### config.mk
export PLATFORM = sky130hd
export DESIGN_NAME = key_event_tx_queue
export DESIGN_NICKNAME = d
export VERILOG_FILES = /design/src/rtl/key_event_tx_queue.sv
export SDC_FILE = /design/constraint.sdc
export NUM_CORES = 1
export LEC_CHECK = 0
export ABC_AREA = 1
export BUFFER_PORTS_ARGS = -buffer_cell sky130_fd_sc_hd__buf_4
export CORE_ASPECT_RATIO = 1.1
export CORE_MARGIN = 5
export CORE_UTILIZATION = 52
export DETAILED_ROUTE_END_ITERATION = 8
export HOLD_SLACK_MARGIN = 0.05
export PLACE_DENSITY = 0.79
export SKIP_CTS_REPAIR_TIMING = 1
export SYNTH_ARGS = -nofsm -noshare
export SYNTH_HDL_FRONTEND = slang
export SYNTH_SLANG_ARGS = --single-unit
### constraint.sdc
create_clock -name clk -period 2.4 [get_ports clk]
set_clock_uncertainty 0.05 [all_clocks]
set_input_delay 0.12 -clock clk [delete_from_list [all_inputs] [get_ports clk]]
set_output_delay 0.12 -clock clk [all_outputs]
set_load 0.005 [all_outputs]
### src/rtl/key_event_tx_queue.sv
// PS/2 make/break decoder with modifier tracking, feeding a byte FIFO that is
// drained into a UART transmitter over a level request/busy handshake.
`timescale 1ns/1ps
module key_event_tx_queue #(
  parameter int DEPTH       = 8,
  parameter int DROP_REPEAT = 1,
  localparam int AW         = $clog2(DEPTH)
) (
  input  logic          clk,
  input  logic          reset,
  input  logic          key_valid,
  input  logic [15:0]   keycode,
  output logic [7:0]    map_code,
  output logic          map_shift,
  output logic          map_caps,
  output logic          map_thai,
  input  logic [7:0]    map_char,
  input  logic          manual_req,
  input  logic [7:0]    manual_data,
  output logic          tx_start,
  output logic [7:0]    tx_data,
  input  logic          tx_busy,
  output logic [AW:0]   count,
  output logic          overflow,
  output logic          shift,
  output logic          caps_lock,
  output logic          thai_mode
);

  localparam logic [AW:0] FULL_COUNT = (AW + 1)'(DEPTH);

  typedef enum logic [1:0] {IDLE = 2'd0, REQ = 2'd1, BUSY = 2'd2} state_t;

  state_t        state, state_next;
  logic          busy_s1, busy_sync;
  logic          start_next;
  logic [7:0]    data_next;
  logic          pop;
  logic [7:0]    mem [DEPTH];
  logic [AW-1:0] wr_ptr, rd_ptr;
  logic          lshift, rshift, caps_held, lang_held;
  logic [7:0]    last_make;
  logic          last_valid;
  logic          pend;
  logic [7:0]    pend_data;

  logic          is_break, is_prefix, is_make, is_mod, is_repeat;
  logic          key_accept, key_push, push, do_push;
  logic [7:0]    code, push_data;

  assign code      = keycode[7:0];
  assign map_code  = code;
  assign shift     = lshift | rshift;
  assign map_shift = shift;
  assign map_caps  = caps_lock;
  assign map_thai  = thai_mode;

  // Key classification and enqueue arbitration (key byte wins over manual byte)
  always_comb begin
    is_break   = key_valid && (keycode[15:8] == 8'hF0);
    is_prefix  = (code == 8'hF0) || (code == 8'hE0);
    is_make    = key_valid && !is_break && !is_prefix;
    is_mod     = (code == 8'h12) || (code == 8'h59) || (code == 8'h58) || (code == 8'h0E);
    is_repeat  = (DROP_REPEAT != 0) && last_valid && (code == last_make);
    key_accept = is_make && !is_mod && !is_repeat;
    key_push   = key_accept && (map_char != 8'h00);
    push       = key_push || pend;
    push_data  = key_push ? map_char : pend_data;
    do_push    = push && (count != FULL_COUNT);
  end

  // Modifier, repeat-filter and manual-pending state
  always_ff @(posedge clk or posedge reset) begin
    if (reset) begin
      lshift <= 1'b0; rshift <= 1'b0; caps_held <= 1'b0; lang_held <= 1'b0;
      caps_lock <= 1'b0; thai_mode <= 1'b0;
      last_make <= 8'h00; last_valid <= 1'b0;
      pend <= 1'b0; pend_data <= 8'h00;
    end else begin
      if (is_break) begin
        if (code == 8'h12) lshift <= 1'b0;
        if (code == 8'h59) rshift <= 1'b0;
        if (code == 8'h58) caps_held <= 1'b0;
        if (code == 8'h0E) lang_held <= 1'b0;
        if (code == last_make) last_valid <= 1'b0;
      end else if (is_make) begin
        if (code == 8'h12) lshift <= 1'b1;
        if (code == 8'h59) rshift <= 1'b1;
        if (code == 8'h58) begin
          if (!caps_held) caps_lock <= ~caps_lock;
          caps_held <= 1'b1;
        end
        if (code == 8'h0E) begin
          if (!lang_held) thai_mode <= ~thai_mode;
          lang_held <= 1'b1;
        end
        if (key_accept) begin
          last_make  <= code;
          last_valid <= 1'b1;
        end
      end
      // A new request re-arms pend even if the previous byte leaves this cycle
      if (manual_req) begin
        pend      <= 1'b1;
        pend_data <= manual_data;
      end else if (pend && !key_push) begin
        pend <= 1'b0;
      end
    end
  end

  // FIFO storage; contents are don't-care while unoccupied
  always_ff @(posedge clk) begin
    if (do_push) mem[wr_ptr] <= push_data;
  end

  // FIFO pointers, occupancy and sticky overflow
  always_ff @(posedge clk or posedge reset) begin
    if (reset) begin
      wr_ptr <= '0; rd_ptr <= '0; count <= '0; overflow <= 1'b0;
    end else begin
      if (do_push) wr_ptr <= wr_ptr + AW'(1);
      if (pop)     rd_ptr <= rd_ptr + AW'(1);
      if (push && (count == FULL_COUNT)) overflow <= 1'b1;
      count <= count + (AW + 1)'(do_push) - (AW + 1)'(pop);
    end
  end

  // tx_busy synchroniser and TX FSM registers
  always_ff @(posedge clk or posedge reset) begin
    if (reset) begin
      busy_s1 <= 1'b0; busy_sync <= 1'b0;
      state <= IDLE; tx_start <= 1'b0; tx_data <= 8'h00;
    end else begin
      busy_s1   <= tx_busy;
      busy_sync <= busy_s1;
      state     <= state_next;
      tx_start  <= start_next;
      tx_data   <= data_next;
    end
  end

  // TX FSM next state; the popped head byte is latched into tx_data
  always_comb begin
    state_next = state;
    start_next = tx_start;
    data_next  = tx_data;
    pop        = 1'b0;
    case (state)
      IDLE: if ((count != '0) && !busy_sync) begin
        pop        = 1'b1;
        start_next = 1'b1;
        data_next  = mem[rd_ptr];
        state_next = REQ;
      end
      REQ: if (busy_sync) begin
        start_next = 1'b0;
        state_next = BUSY;
      end
      BUSY: if (!busy_sync) state_next = IDLE;
      default: begin
        state_next = IDLE;
        start_next = 1'b0;
      end
    endcase
  end

endmodule
==> flow_summary.ini, run 1 <==
[sta]
period_minus_slack_ns = 2.31
finalCritPeriodShare = 0.961
fin_ws_ns = 0.0938
max_freq_mhz = 434
finalSetupViolCount = 0
final-max-slew-violation-count = 0
holdWs_ns = 0.0301
slew_headroom = 0.628
worst_pin_slew_ns = 0.557
hold_viol = 0

[critical_path]
crit_path_start_kind = register
worstSetupEndpointType = register
rrSetupSlack_ns = 0.09
path_max_fanout = 3
worstRegToRegCells = 13
r2r_end = count[1]
crit_type = register to register
worstPathRequired_ns = 2.63
crit_arrival_ns = 2.53
r2r_start = last_make[3]

[synthesis]
synth_edf_count = 64
async_flop_share = 0.429
synth_warnings = 0
synthCells = 465
synth_nets = 511
netlist_area_mm2 = 0.00504
synth.distinct_cells = 39
synth_area_per_cell_um2 = 10.8
ys_ff_latch = 112
synth_ff_type = edfxtp_1
synth-seq-area-share = 0.620

[routing]
drt-initial-drc-count = 262
drcViolationCount = 0
drt-vias-per-instance = 5.23
wl_per_cell_um = 15.2
wl_um = 10400
dr_total_vias = 3575
first_pass_iters = 5
final_antenna_net_count = 0

[grt]
grt_pass1_wl_um = 16600
track_usage = 0.173
grt_max_degree = 35
overflow = 0
grt_pass1_vias = 3476
antenna_found_initial = 0

[floorplan]
fp.coreArea_mm2 = 0.00940
start_util = 0.536
io_pins = 65
die_x_um = 104
placementRows = 37
dieArea_mm2 = 0.0118
die_h_um = 113

[finish]
multiInputGateArea_mm2 = 0.00165
final_area_mm2 = 0.00616
area_growth_pct = 22.3
n_antenna_cell = 0
ff_latch_area_mm2 = 0.00312
num-fill-cells = 715
drive_gt1_frac = 0.247
fin_nets = 607

[clock_tree]
cts_made_buffers = 9
cts_tree = built
worstSkewPairLatency_ns = 0.37
clk_path_buf_depth = 2
htreeDepth = 3
clkTransAtPathRegs_ns = 0.10
cts_root_buffer = clkbuf_8
cts.sinks = 112

[placement]
place.port_buffers = 64
dpl-instance-area_mm2 = 0.00563
hpwlAfterDp_um = 7160
gp_congestion = 0.831
preCtsSetupSlack_ns = -0.0359

[hold_path]
hold_path.class = input port to register
worstHoldEndpoint = last_make[0]
min_path_cells = 3
hp-start = keycode[0]

[job]
cap_violations = 0

[power_and_ir_drop]
p_total_w = 0.00593
p_leak_nw = 2.69
peakVddDrop_v = 0.000346
power_density_mw_per_mm2 = 963

[outcome]
status = complete, no violations
[flip-flops by register name, indices dropped and copies added (netlist names), 2 cells and up]
signal,count
count,4
last_make,8
mem,64
pend_data,8
rd_ptr,3
state,2
tx_data,8
wr_ptr,3
[area by class of cell]
cell class / count / area share
inverters: 41 / 0.0250
repair buffers: 112 / 0.147
flip-flops and latches: 112 / 0.507
multi-input cells: 285 / 0.267
clock buffers: 11 / 0.0246
clock inverters: 5 / 0.00609
well taps: 117 / 0.0238
[layout by cell type (no fill, tap or decap), types with 6 or more instances in the layout]
cell and n:
dfrtp_1 48, xnor2_1 10, o211ai_1 8, nand3_1 11, o21ai_2 6, nand2_1 85, o21ai_0 26, inv_1 34
edfxtp_1 64, nor2_1 60, buf_4 86, mux2i_1 8, nand2_2 6, o221ai_1 8, inv_2 7, clkbuf_8 11
dlygate4sd3_1 26, ha_1 6, o32ai_1 8
[per-stage QoR]
step            util  TNS (ns)  std cells
2_1_floorplan      -         0        465
3_3_place_gp   0.599         0        636
3_5_place_dp   0.599   -0.0637        636
4_1_cts        0.619   -0.0845        652
5_1_grt        0.656   -0.0340        683
6_report       0.656         0        683
[synthesized netlist by cell type, types with 3 or more instances]
library cell | count | area share
a21oi_1 | 4 | 0.0040
a21oi_2 | 3 | 0.0052
a31oi_1 | 3 | 0.0037
buf_2 | 3 | 0.0030
buf_4 | 11 | 0.016
clkbuf_1 | 11 | 0.0082
dfrtp_1 | 48 | 0.24
edfxtp_1 | 64 | 0.38
ha_1 | 8 | 0.020
inv_1 | 37 | 0.028
inv_2 | 4 | 0.0030
mux2i_1 | 8 | 0.016
nand2_1 | 85 | 0.063
nand2_2 | 6 | 0.0075
nand3_1 | 12 | 0.012
nor2_1 | 62 | 0.046
nor4_1 | 3 | 0.0037
o211ai_1 | 8 | 0.012
o21ai_0 | 26 | 0.026
o21ai_1 | 4 | 0.0040
o21ai_2 | 6 | 0.010
o221ai_1 | 8 | 0.014
o32ai_1 | 8 | 0.014
xnor2_1 | 11 | 0.019
xor2_1 | 4 | 0.0070
[how the worst max path moves through the flow]
stage          slack (ns)  depth (start not counted)          from  endpoint
2_1_floorplan        0.06                         13  last_make[4]  count[2]
3_3_place_gp         0.08                         13  last_make[4]  count[1]
3_5_place_dp        -0.04                         13  last_make[5]  count[2]
4_1_cts             -0.05                         13  last_make[5]  count[2]
5_1_grt             -0.03                         13  last_make[2]  count[1]
6_report             0.09                         13  last_make[3]  count[1]
[layer usage]
layer,vias to the layer above,GRT usage,part of all wire
li1,1755,-,-
met1,1718,0.223,0.42
met2,94,0.294,0.53
met3,8,0.0228,0.043
met4,0,0.0751,0.011
met5,-,0,0
[critical path, stage by stage, from the launching register on]
cell and delay [ns]:
dfrtp_1 0.41, xnor2_1 0.16, nand2_1 0.09, nor2_2 0.14
nand3_2 0.14, nand3_4 0.10, nand2_4 0.07, nand2_4 0.08
ha_4 0.20, inv_2 0.06, ha_4 0.13, inv_2 0.03
fa_2 0.51, inv_1 0.04
[kinds of logic after synthesis]
family	synth area share
AO/OA/AOI/OAI	0.0959
XOR/XNOR	0.0261
adder cells (fa/ha/maj)	0.0238
buffers and inverters	0.0626
flip-flops	0.620
multiplexers	0.0159
AND/OR/NAND/NOR	0.156
[power breakdown]
group,total (W),leakage (nW),internal [W],switching [W]
logic,0.00206,1.43,0.000902,0.00116
registers,0.00281,1.16,0.00254,0.000267
clock network,0.00107,0.0940,0.000441,0.000626
total,0.00593,2.69,0.00388,0.00205
No activity file was read; power rests on OpenSTA's default activity.
==> run 2: changes to the inputs <==
- ABC_CLOCK_PERIOD_IN_PS: default -> 2070
- clock period: 2.4 -> 2.07 ns (I/O delays scaled with it)
==> run 2 against run 1 <==
The run now ends with negative setup slack left. Combinational power rose by 15%. Fmax is 3.4% higher. Clock power up 23%. Sequential share of layout area is 1.2 points lower. Register-to-register slack worse by 0.25 ns. Largest cell class unchanged. Highest routed layer unchanged.
==> flow_summary.ini, run 2 (synthesis gave the netlist of run 1 again) <==
[outcome]
violations = negative setup slack
status = finished, violations left

[clock_tree]
htreeDepth = 3
clkTransAtPathRegs_ns = 0.10
cts_made_buffers = 9
worstSkewPairLatency_ns = 0.37
clk_path_buf_depth = 2
cts.sinks = 112
cts_root_buffer = clkbuf_8
cts_tree = built

[floorplan]
io_pins = 65
die_h_um = 113
start_util = 0.536
die_x_um = 104
dieArea_mm2 = 0.0118
fp.coreArea_mm2 = 0.00940
placementRows = 37

[power_and_ir_drop]
p_leak_nw = 2.76
peakVddDrop_v = 0.000458
power_density_mw_per_mm2 = 1100

[sta]
finalCritPeriodShare = 1.08
worst_pin_slew_ns = 0.605
holdWs_ns = 0.0287
hold_viol = 0
final-max-slew-violation-count = 0
fin_ws_ns = -0.160
slew_headroom = 0.597
finalSetupTns_ns = -0.257
finalSetupViolCount = 2
period_minus_slack_ns = 2.23
grt_setup_unrepaired = true
max_freq_mhz = 448

[finish]
fin_nets = 621
n_antenna_cell = 0
final_common_cell = buf_4
largest_reg_flops = 64
regMostFlops = mem
finalNonFillerCells = 697
drive_gt1_frac = 0.267
area_growth_pct = 25.4
final_cell_mix = buf_4, nand2_1, edfxtp_1, nor2_1, dfrtp_1

[grt]
antenna_found_initial = 0
overflow = 0
grt_pass1_vias = 3414
grt_max_degree = 49
track_usage = 0.170
grt_pass1_wl_um = 16200

[routing]
drt-vias-per-instance = 5.12
drt-initial-drc-count = 253
first_pass_iters = 4
drcViolationCount = 0
maxUsedRoutingLayer = met4
wl_per_cell_um = 14.5
m1WireLength_um = 4310
wl_met3_um = 460
dr_wl_met2_um = 5240
wl_um = 10100
final_antenna_net_count = 0
dr_total_vias = 3570

[critical_path]
crit_path_start_kind = register
worstPathRequired_ns = 2.29
path_max_fanout = 2
crit_type = register to register
crit_arrival_ns = 2.45
worstSetupEndpointType = register

[hold_path]
hold_path.class = input port to register

[placement]
place.port_buffers = 64
dpl.cell_count = 652
hpwlAfterDp_um = 6930
gp_congestion = 0.809

[job]
cap_violations = 0
## run 2: per-layer routing
metal / up-vias / global-route usage
met5: - / 0
met3: 10 / 0.0434
met4: 0 / 0.0440
met2: 87 / 0.288
met1: 1694 / 0.220
li1: 1779 / -
## run 2: where the power goes
group          leakage [nW]  total, W  switching [W]  internal [W]
logic                  1.50   0.00236        0.00131       0.00105
registers              1.16   0.00325       0.000298       0.00295
clock network        0.0954   0.00132       0.000745      0.000578
## run 2: worst max-delay path, stage by stage, from the launching register on
cell and delay [ns]:
dfrtp_1 0.41, xnor2_1 0.16, nand2_1 0.09, nor2_2 0.14, nand3_2 0.12, nand3_4 0.09
nand2_4 0.06, nand2_4 0.07, ha_4 0.20, inv_4 0.05, ha_4 0.13, inv_2 0.03
fa_2 0.50, inv_1 0.03
## run 2: final timing paths
check | startpoint | endpoint | slack, ns | cells after the start
worst max-delay path | last_make[2] | count[1] | -0.16 | 13
worst min-delay path | keycode[7] | last_make[7] | 0.03 | 3
worst max register to register | last_make[2] | count[1] | -0.16 | 13
worst min register to register | busy_s1 | busy_sync | 0.31 | 0
max in group asynchronous | reset | tx_data[6] | 1.16 | 4
min in group asynchronous | reset | tx_data[1] | 0.40 | 4
## run 2: per-stage QoR
step            util  setup slack [ns]  area (um^2)  total power (W)
2_1_floorplan      -            -0.174         5080          0.00472
3_3_place_gp   0.616           -0.0978         5790          0.00545
3_5_place_dp   0.616            -0.165         5790          0.00558
4_1_cts        0.637            -0.170         5990          0.00689
5_1_grt        0.672            -0.286         6320          0.00743
6_report       0.672            -0.160         6320          0.00693
## run 2: area by class of cell
class | count | area [um^2]
multi-input combinational | 285 | 1680
clock buffer | 10 | 128
timing repair buffer | 126 | 1010
inverter | 41 | 156
tap | 117 | 146
fill | 686 | 3080
sequential | 112 | 3120
clock inverter | 6 | 73.8
==> run 3: changes to the inputs <==
- ABC_AREA: 1 -> default
==> run 3 against run 2 <==
The run still ends with negative setup slack left. Total power is 5.6% higher. Critical endpoint unchanged. Clock-buffer cell count increased by 1. Global-route usage is 1.5 points higher. Combinational power rose by 22%. Worst hold slack better by 0.032 ns.
==> flow_summary.ini, run 3 <==
[routing]
wl_um = 10900
drt-vias-per-instance = 5.49
drt-initial-drc-count = 201
final_antenna_net_count = 0
dr_total_vias = 3149
drcViolationCount = 0
first_pass_iters = 4
wl_per_cell_um = 19.0

[critical_path]
path_max_fanout = 2
crit_path_start_kind = register
worstPathRequired_ns = 2.30
crit_arrival_ns = 2.69
worstSetupEndpointType = register
worstRegToRegCells = 11
r2r_start = last_make[4]
r2r_end = count[1]
crit_type = register to register
rrSetupSlack_ns = -0.39

[synthesis]
synth_warnings = 0
synth_area_per_cell_um2 = 15.2
async_flop_share = 0.429
synth_nets = 368
synthCells = 322
synth_top_area_frac = 0.393
synth_ff_type = edfxtp_1
synthTopCellsByArea = edfxtp_1, dfrtp_1, mux4_2
netlist_area_mm2 = 0.00488
ys_ff_latch = 112
synth_edf_count = 64
synth_most_common_cell = edfxtp_1
yosys.area.top_type = edfxtp_1
synth-seq-area-share = 0.639
synth_common_cells = edfxtp_1, dfrtp_1, nand2_1, mux2_2, mux4_2
synth.distinct_cells = 48

[outcome]
status = finished, violations left
violations = negative setup slack

[sta]
period_minus_slack_ns = 2.46
max_freq_mhz = 406
finalSetupViolCount = 103
hold_viol = 0
finalCritPeriodShare = 1.19
slew_headroom = 0.618
finalSetupTns_ns = -15.84
grt_setup_unrepaired = true
final-max-slew-violation-count = 0
worst_pin_slew_ns = 0.573
fin_ws_ns = -0.394

[finish]
drive_gt1_frac = 0.438
n_antenna_cell = 0
final_common_cell = buf_4
regMostFlops = mem
fin_nets = 499
num-fill-cells = 572
area_growth_pct = 34.1
final_cell_mix = buf_4, edfxtp_1, dfrtp_1, nand2_1, dlygate4sd3_1
largest_reg_flops = 64

[clock_tree]
cts_made_buffers = 9
cts.sinks = 112
worstSkewPairLatency_ns = 0.37
cts_tree = built
clkTransAtPathRegs_ns = 0.10
clk_path_buf_depth = 2
htreeDepth = 3
cts_root_buffer = clkbuf_8

[grt]
antenna_found_initial = 0
grt_max_degree = 26
grt_pass1_wl_um = 16200
track_usage = 0.185
grt_pass1_vias = 3255
overflow = 0

[power_and_ir_drop]
clockPowerShare = 0.158
p_comb_frac = 0.394
peakVddDrop_v = 0.000563
power_density_mw_per_mm2 = 1120
sw_frac_of_total = 0.323
p_total_w = 0.00732
p_sw_w = 0.00236
p_leak_nw = 2.67
power.share.sequential = 0.448
internal_power_w = 0.00496

[placement]
hpwlAfterDp_um = 7330
gp_congestion = 0.799
place.port_buffers = 64

[floorplan]
fp.coreArea_mm2 = 0.00926
dieArea_mm2 = 0.0114
io_pins = 65
die_x_um = 102
placementRows = 37
die_h_um = 112
start_util = 0.528

[hold_path]
hold_path.class = input port to register
min_path_cells = 3
worstHoldEndpoint = last_make[6]
hp-start = keycode[6]

[job]
cap_violations = 0
## run 3: cells by family (layout without fill, tap and decap cells)
| kind of cell | Yosys count | count (layout) | synth area share |
|---|---|---|---|
| AO/OA/AOI/OAI | 31 | 31 | 0.0418 |
| XOR/XNOR | 15 | 15 | 0.0269 |
| AND/OR/NAND/NOR | 70 | 70 | 0.0766 |
| buffers and inverters | 37 | 172 | 0.0392 |
| adder cells (fa/ha/maj) | 9 | 9 | 0.0246 |
| flip-flops | 112 | 112 | 0.639 |
| multiplexers | 48 | 48 | 0.152 |
## run 3: worst max-delay path: stages, from the launching register on
cell and delay, ns:
dfrtp_1 0.40, xnor2_1 0.21, nand4_1 0.20, nor3_4 0.28, nor3_4 0.06, o21ai_2 0.17, ha_4 0.23, inv_4 0.05
ha_4 0.13, inv_2 0.04, fa_2 0.52, inv_2 0.03
## run 3: how the worst max path moves through the flow
stage / from / end / slack [ns]
floorplan: count[2] / count[1] / -0.34
global placement: last_make[4] / count[1] / -0.31
detailed placement: last_make[4] / count[1] / -0.36
CTS: last_make[4] / count[1] / -0.38
global route: last_make[4] / count[1] / -0.53
finish: last_make[4] / count[1] / -0.39
## run 3: through the flow
step / setup WS, ns / util / area (um^2) / hold slack [ns] / instances
after global routing: -0.532 / 0.707 / 6550 / 0.0550 / 574
after floorplan: -0.340 / - / 5060 / 0.0849 / 322
after detailed placement: -0.363 / 0.648 / 6000 / 0.145 / 529
final: -0.394 / 0.707 / 6550 / 0.0608 / 574
after CTS: -0.380 / 0.666 / 6160 / -0.264 / 544
after global placement: -0.310 / 0.648 / 6000 / 0.133 / 529
## run 3: area by class of cell
| class | instances | area [um^2] | area share |
|---|---|---|---|
| clock inverters | 4 | 31.3 | 0.00478 |
| multi-input cells | 173 | 1780 | 0.272 |
| repair buffers | 142 | 1270 | 0.194 |
| inverters | 15 | 63.8 | 0.00974 |
| clock buffers | 11 | 131 | 0.0201 |
| flip-flops and latches | 112 | 3120 | 0.477 |
| well taps | 117 | 146 | 0.0223 |
## run 3: power groups by stage
stage	clock [W]	sequential, W	combinational (W)
after floorplan	0	0.00324	0.00166
after global placement	0	0.00328	0.00255
after detailed placement	0	0.00332	0.00268
after CTS	0.00117	0.00328	0.00269
after global routing	0.00127	0.00333	0.00314
final	0.00116	0.00328	0.00288
## run 3: per-layer routing
metal | global-route usage | share of wire
met1 | 0.241 | 0.39
met2 | 0.310 | 0.54
met3 | 0.0363 | 0.053
met4 | 0.0621 | 0.020
met5 | 0 | 0
